[config.mk]
export PLATFORM = sky130hd
export DESIGN_NAME = frame_loader
export DESIGN_NICKNAME = d
export VERILOG_FILES = /design/src/rtl/frame_loader_pkg.sv /design/src/rtl/loader_bank.sv /design/src/rtl/frame_loader.sv
export SDC_FILE = /design/constraint.sdc
export NUM_CORES = 1
export LEC_CHECK = 0
export BUFFER_PORTS_ARGS = -buffer_cell sky130_fd_sc_hd__buf_4
export CORE_UTILIZATION = 47
export DETAILED_ROUTE_END_ITERATION = 10
export PLACE_DENSITY = 0.76
export SLEW_MARGIN = 30
export SYNTH_ARGS = -nofsm -noshare
export SYNTH_HDL_FRONTEND = slang
export SYNTH_SLANG_ARGS = --single-unit
[constraint.sdc]
create_clock -name clk -period 1.58 [get_ports clk]
set_input_delay 0.474 -clock clk [delete_from_list [all_inputs] [get_ports clk]]
set_output_delay 0.474 -clock clk [all_outputs]
set_load 0.02 [all_outputs]
[src/rtl/frame_loader_pkg.sv]
// frame_loader shared types and sizes.
// Widths for the 19x6-bit operand bank and its FSM.
package frame_loader_pkg;

  localparam int NUM_WORDS = 19;
  localparam int WIDTH     = 6;
  localparam int CNT_W     = 5;
  localparam int SUM_W     = 11;
  localparam int BUS_W     = NUM_WORDS * WIDTH;
  localparam int SUM_MAX   = (1 << WIDTH) - 1;

  typedef enum logic [1:0] {
    FILL = 2'd0,
    SUM  = 2'd1,
    HOLD = 2'd2
  } state_t;

endpackage

[src/rtl/loader_bank.sv]
// loader_bank: 19x6 operand register bank, flat output bus.
// Ports: clk, rst_n, we, idx, wdata in; nums out (slot k at [k*6 +: 6]).
module loader_bank
  import frame_loader_pkg::*;
(
  input  logic             clk,
  input  logic             rst_n,
  input  logic             we,
  input  logic [CNT_W-1:0] idx,
  input  logic [WIDTH-1:0] wdata,
  output logic [BUS_W-1:0] nums
);

  logic [WIDTH-1:0] mem [NUM_WORDS];

  always_ff @(posedge clk or negedge rst_n) begin
    if (!rst_n) begin
      for (int k = 0; k < NUM_WORDS; k++)
        mem[k] <= '0;
    end else if (we) begin
      for (int k = 0; k < NUM_WORDS; k++)
        if (idx == CNT_W'(k))
          mem[k] <= wdata;
    end
  end

  always_comb begin
    nums = '0;
    for (int k = 0; k < NUM_WORDS; k++)
      nums[k*WIDTH +: WIDTH] = mem[k];
  end

endmodule

[src/rtl/frame_loader.sv]
// frame_loader: serial operand loader for the 19-input summing stage.
// Ports: in_data/in_valid/in_ready word input, frame_clr abort,
//   nums bank bus, sum_in from adder, result/result_valid/result_ready
//   output; result_ovf only when LOADER_OVF_EN is defined.
module frame_loader
  import frame_loader_pkg::*;
(
  input  logic             clk,
  input  logic             rst_n,
  input  logic [WIDTH-1:0] in_data,
  input  logic             in_valid,
  output logic             in_ready,
  input  logic             frame_clr,
  output logic [BUS_W-1:0] nums,
  input  logic [WIDTH-1:0] sum_in,
  output logic [WIDTH-1:0] result,
  output logic             result_valid,
  input  logic             result_ready
`ifdef LOADER_OVF_EN
  ,
  output logic             result_ovf
`endif
);

  localparam logic [CNT_W-1:0] LAST = CNT_W'(NUM_WORDS - 1);

  state_t           state, state_nx;
  logic [CNT_W-1:0] cnt, cnt_nx;
  logic             armed;
  logic             wr_en;
  logic             load_res;
  logic             start;

  // armed keeps in_ready low until the first edge after reset release
  always_ff @(posedge clk or negedge rst_n) begin
    if (!rst_n) begin
      state  <= FILL;
      cnt    <= '0;
      armed  <= 1'b0;
      result <= '0;
    end else begin
      state <= state_nx;
      cnt   <= cnt_nx;
      armed <= 1'b1;
      if (load_res)
        result <= sum_in;
    end
  end

  always_comb begin
    state_nx     = state;
    cnt_nx       = cnt;
    wr_en        = 1'b0;
    load_res     = 1'b0;
    start        = 1'b0;
    in_ready     = 1'b0;
    result_valid = 1'b0;
    unique case (state)
      FILL: begin
        in_ready = armed;
        // abort beats a coincident accept
        if (frame_clr) begin
          cnt_nx = '0;
        end else if (in_valid && armed) begin
          wr_en = 1'b1;
          if (cnt == LAST) begin
            cnt_nx   = '0;
            state_nx = SUM;
          end else begin
            cnt_nx = cnt + CNT_W'(1);
          end
        end
      end
      SUM: begin
        load_res = 1'b1;
        state_nx = HOLD;
      end
      HOLD: begin
        result_valid = 1'b1;
        if (result_ready) begin
          start    = 1'b1;
          state_nx = FILL;
        end
      end
      default: state_nx = FILL;
    endcase
  end

  loader_bank u_bank (
    .clk   (clk),
    .rst_n (rst_n),
    .we    (wr_en),
    .idx   (cnt),
    .wdata (in_data),
    .nums  (nums)
  );

`ifdef LOADER_OVF_EN
  logic [SUM_W-1:0] run_sum;
  logic             clr_sum;

  assign clr_sum = start || ((state == FILL) && frame_clr);

  always_ff @(posedge clk or negedge rst_n) begin
    if (!rst_n) begin
      run_sum    <= '0;
      result_ovf <= 1'b0;
    end else begin
      if (clr_sum)
        run_sum <= '0;
      else if (wr_en)
        run_sum <= run_sum + SUM_W'(in_data);
      if (load_res)
        result_ovf <= (run_sum > SUM_W'(SUM_MAX));
    end
  end
`endif

endmodule

; After elaboration in Yosys (flattened, before gate mapping)
; Cells that the tools add are included.
[word_totals]
register_bits = 128
inputBits = 17
out_inout_bits = 122
wordCells = 87
[classes]
add_sub_neg = 1
n_eq_ne = 24
n_mux = 14
reduce_logical = 25
[ops]
columns = operator, count
row1 = $eq 5x4->1 const B, 8
row2 = $reduce_and 2->1, 20
row3 = $eq 5x3->1 const B, 4
row4 = $eq 5x5->1 const B, 3
row5 = $mux 5, 3
row6 = $eq 5x2->1 const B, 2
row7 = $mux 2, 4
row8 = $ne 2x2->1 const B, 4
row9 = $mux 1, 6
row10 = $pmux 2 s3, 1
row11 = $add 5x1->5 const B, 1
row12 = $eq 5x1->1 const B, 1
row13 = $logic_not 5->1, 1
row14 = $reduce_and 4->1, 1
row15 = $eq 2x1->1 const B, 1
row16 = $eq 2x2->1 const B, 1
row17 = $logic_not 2->1, 1
row18 = $reduce_bool 2->1, 1
row19 = $logic_and 1x1->1, 1

; Logic depth before layout (Yosys ltp)
[logic_depth]
depth_word = 5
ltp_mapped = 5
depth_no_buf = 5

; Cells and area by module
; Synthesis repeated with hierarchy kept, for this count alone.
[hier_totals]
cells_unflattened = 326
area_unflattened_um2 = 5074.9
[modules_own_cells]
columns = module, instances, cells_each, area_each_um2, seq_area_each_um2
row1 = loader_bank, 1, 272, 4425.5, 2852.7
row2 = frame_loader, 1, 54, 649.4, 350.3

; Worst setup path before layout
; No wires, ideal clock.
[synth_timing]
path_type = register to register
startpoint = register cnt[0]
endpoint = register u_bank.mem (netlist bit u_bank.nums[90])
setup_time_ns = 0.125
t_arrival_ns = 1.579
required_ns = 1.455
setup_slack_ns = -0.124
stages_incl_launch_ff = 6
n_path_buf = 0
synth_period_minus_slack_ns = 1.704
path_cell_list = dfrtp_1 > ha_1 > and3_1 > ha_1 > nand3_1 > mux2_2
[synth_via]
elab_chain_cells = 2
[synth_rtl]
columns = item, line
row1 = from (decl), frame_loader.sv:28  ; logic [CNT_W-1:0] cnt, cnt_nx;
row2 = from (signal assigned), frame_loader.sv:43  ; cnt <= cnt_nx;
row3 = $eq 5x4->1, loader_bank.sv:22  ; if (idx == CNT_W'(k))
row4 = $reduce_and 2->1 (no source line), --
row5 = "to (signal, indexed assignment)", loader_bank.sv:23  ; mem[k] <= wdata;
row6 = to (decl), loader_bank.sv:14  ; logic [WIDTH-1:0] mem [NUM_WORDS];
; Every way passes these cells.
; A chain may end at the register's enable or synchronous reset.

; Final worst setup path
[layout_timing]
startpoint = register state[0]
endpoint = output in_ready
[layout_via]
elab_chain_cells = 2
[layout_rtl]
columns = item, line
row1 = from (decl), frame_loader.sv:27  ; state_t state, state_nx;
row2 = from (signal assigned), frame_loader.sv:42  ; state <= state_nx;
row3 = $logic_not 2->1, frame_loader.sv:58  ; unique case (state)
row4 = $mux 1, frame_loader.sv:58
row5 = to (decl), frame_loader.sv:12  ; output logic in_ready,
; Every way passes these cells.

==> impl_metrics.ini <==
[run_status]
status = finished with violations
violations = setup timing

[sta]
setup_viol = 82
post-route-worst-setup-slack_ps = -208.6
slew_viol_final = 0
fin_crit_ps = 1789
timing.fmax_mhz = 559.1
finalCritPeriodShare = 1.132
holdWs_ps = 147.8
skew_ps = 7.647
final_hold_viol_count = 0
rsz0062_at_grt = true

[logic_synthesis]
synth_cells = 326
synth.top_cell.area_share = 0.6113
seq_area_frac_synth = 0.6113
syn-num-nets = 348
synth.avg_cell_area_um2 = 16.07
synth.largest_area_cell = dfrtp_1
synth.distinct_cells = 33
netlist_area_um2 = 5240
yosysWarningCount = 0
synth_area_leaders = dfrtp_1 61%, mux2_2 24%, nand4_4 4.1%
yosys_register_bits = 128

[worst_setup_path]
crit_end = in_ready
end_kind = output port
ff2ff_setup_slack_ps = -100
crit-reg2reg-launch = state[0]$_DFFE_PN0P_
worstPathRequired_ps = 1110
crit_arrival_ps = 1310
critPathMaxFanout = 4
ff2ff_path_depth = 5
start_kind = flip-flop
crit_start = state[0]$_DFFE_PN0P_
reg2reg_to = u_bank.nums[41]$_DFFE_PN0P_
path_class = flip-flop to output port

[final_layout]
final_net_count = 528
area.growth.synth_to_final_pct = 45.39
nFillCells = 725
drive_gt1_frac = 0.6936
multi_input_area_um2 = 2043
regArea_um2 = 3211
antennaDiodeCount = 0

[place]
place_congestion = 0.8223
dp_hpwl_um = 8326
dp_slack_ps = -177.2
port_buffers = 138

[min_path]
hold_class = input port to flip-flop

[floorplan]
die_h_um = 107.6
start_util = 0.4834
fp-row-count = 38
design.core.area_um2 = 10840
die_w_um = 107.6
pin_count = 139
die_area_um2 = 11580

[detailed_routing]
vias = 3446
drt-wirelength-per-cell_um = 19.26
drc = 0
antenna_left = 0
dr.first_iter.drc_count = 159
wirelength_um = 12690
vias_per_cell = 5.229
firstDrtPassIters = 4

[global_routing]
grt_pass1_vias = 3632
grt.total_usage = 0.2337
grt-ovfl-total = 0
grt_pass1_wl_um = 19690
antenna_found_initial = 0
grt_max_degree = 48

[clock_tree]
cts_made_buffers = 17
cts_tree = done
root_buffer = clkbuf_8
clock_latency_ps = 520
clkTransAtPathRegs_ps = 60
clock-sinks = 128
cts_buffer_depth = 2
htreeDepth = 4

[pwr]
p_per_area_nw_per_um2 = 1100
worst_ir_drop_vdd_v = 0.0009563
leakage_uw = 0.003941

[flow_run]
cap_violations = 0
[through the flow]
step	total power [uW]	utilization	setup TNS, ps	instances	area [um2]
detailed placement	4261	0.6110	-12540	614	6624
floorplan	3862	-	-660.0	326	5259
CTS	8424	0.6859	-6418	653	7436
global route	8665	0.7028	-8969	659	7619
global placement	4238	0.6110	-10470	614	6624
finish	8378	0.7028	-4520	659	7619
[where the power goes]
part           internal, uW  total (uW)  switching (uW)
Clock                  2770        4140            1370
Combinational           337         756             420
Sequential             3400        3480            76.5
Total                  6510        8380            1870
[layer usage]
layer | global-route usage | share of wire | up-vias
met3 | 0.07264 | 0.048 | 17
met5 | 0 | 0 | -
li1 | - | - | 1542
met4 | 0.1086 | 0.023 | 0
met1 | 0.2767 | 0.39 | 1779
met2 | 0.3878 | 0.53 | 108
[critical path: stages, from the launching register on]
cell	delay [ps]
dfrtp_2	430
nor2_4	120
and2_4	140
buf_6	110
[Yosys cell counts, drive strengths merged]
master   instances
and3             1
and2b            2
ha               5
nor3             1
mux2           120
o21ai            3
or2b             1
and2             2
o22ai            1
o2bb2ai          2
clkbuf           7
and3b            1
buf             10
o31ai            1
nor3b            1
nand3            3
nand4bb          1
nor2             3
o41ai            1
nand2b           4
a21oi            1
conb             1
a2111oi          1
inv              7
nand4           18
dfrtp          128
[cells in the final DEF (no fill, tap or decap), types with 6 or more instances in the layout]
| cell | instances |
|---|---|
| dfrtp_1 | 122 |
| nand4_4 | 11 |
| buf_6 | 34 |
| mux2_4 | 10 |
| clkbuf_16 | 16 |
| nand4_1 | 7 |
| clkbuf_8 | 6 |
| mux2_2 | 110 |
| buf_4 | 138 |
| dfrtp_2 | 6 |
| inv_1 | 6 |
[cell families (layout without fill, tap and decap cells)]
family,Yosys count,count (layout),synth area share
other,1,1,0.0007156
adder cells (fa/ha/maj),5,5,0.01194
AND/OR/NAND/NOR,38,38,0.07832
AO/OA/AOI/OAI,10,10,0.01313
multiplexers,120,120,0.2615
buffers and inverters,24,217,0.02316
flip-flops,128,128,0.6113
[worst min-delay path by stage]
stage	start	to	slack, ps	cells past startpoint
floorplan	rst_n	armed$_DFF_PN0_	180	0
detailed placement	rst_n	u_bank.nums[2]$_DFFE_PN0P_	410	1
finish	result_ready	state[1]$_DFFE_PN0P_	150	2
global route	result_ready	state[1]$_DFFE_PN0P_	120	2
CTS	result_ready	state[1]$_DFFE_PN0P_	130	2
global placement	rst_n	u_bank.nums[26]$_DFFE_PN0P_	400	1
[layout make-up]
type                    instances  share of cell area
flip-flops and latches        128              0.4214
clock buffers                  23             0.06389
multi-input cells             174              0.2682
inverters                       7            0.003449
repair buffers                178              0.2000
well taps                     140             0.02299
clock inverters                 9             0.02004
[sequential cells by signal, indices dropped and copies added, names as in the netlist]
signal       cells
u_bank.nums    114
result           6
cnt              5
state            2
armed            1
[what timing repair did]
action                                  in CTS  in global routing
gates resized for setup                     26                 39
hold buffers                                 1                  0
buffers inserted                             5                  7
endpoints found under the hold margin       21                  0
endpoints found under the setup margin      69                141
pin swaps                                   13                  8
gates cloned                                 1                  0
Note: power is estimated with default switching activity, not from simulation.
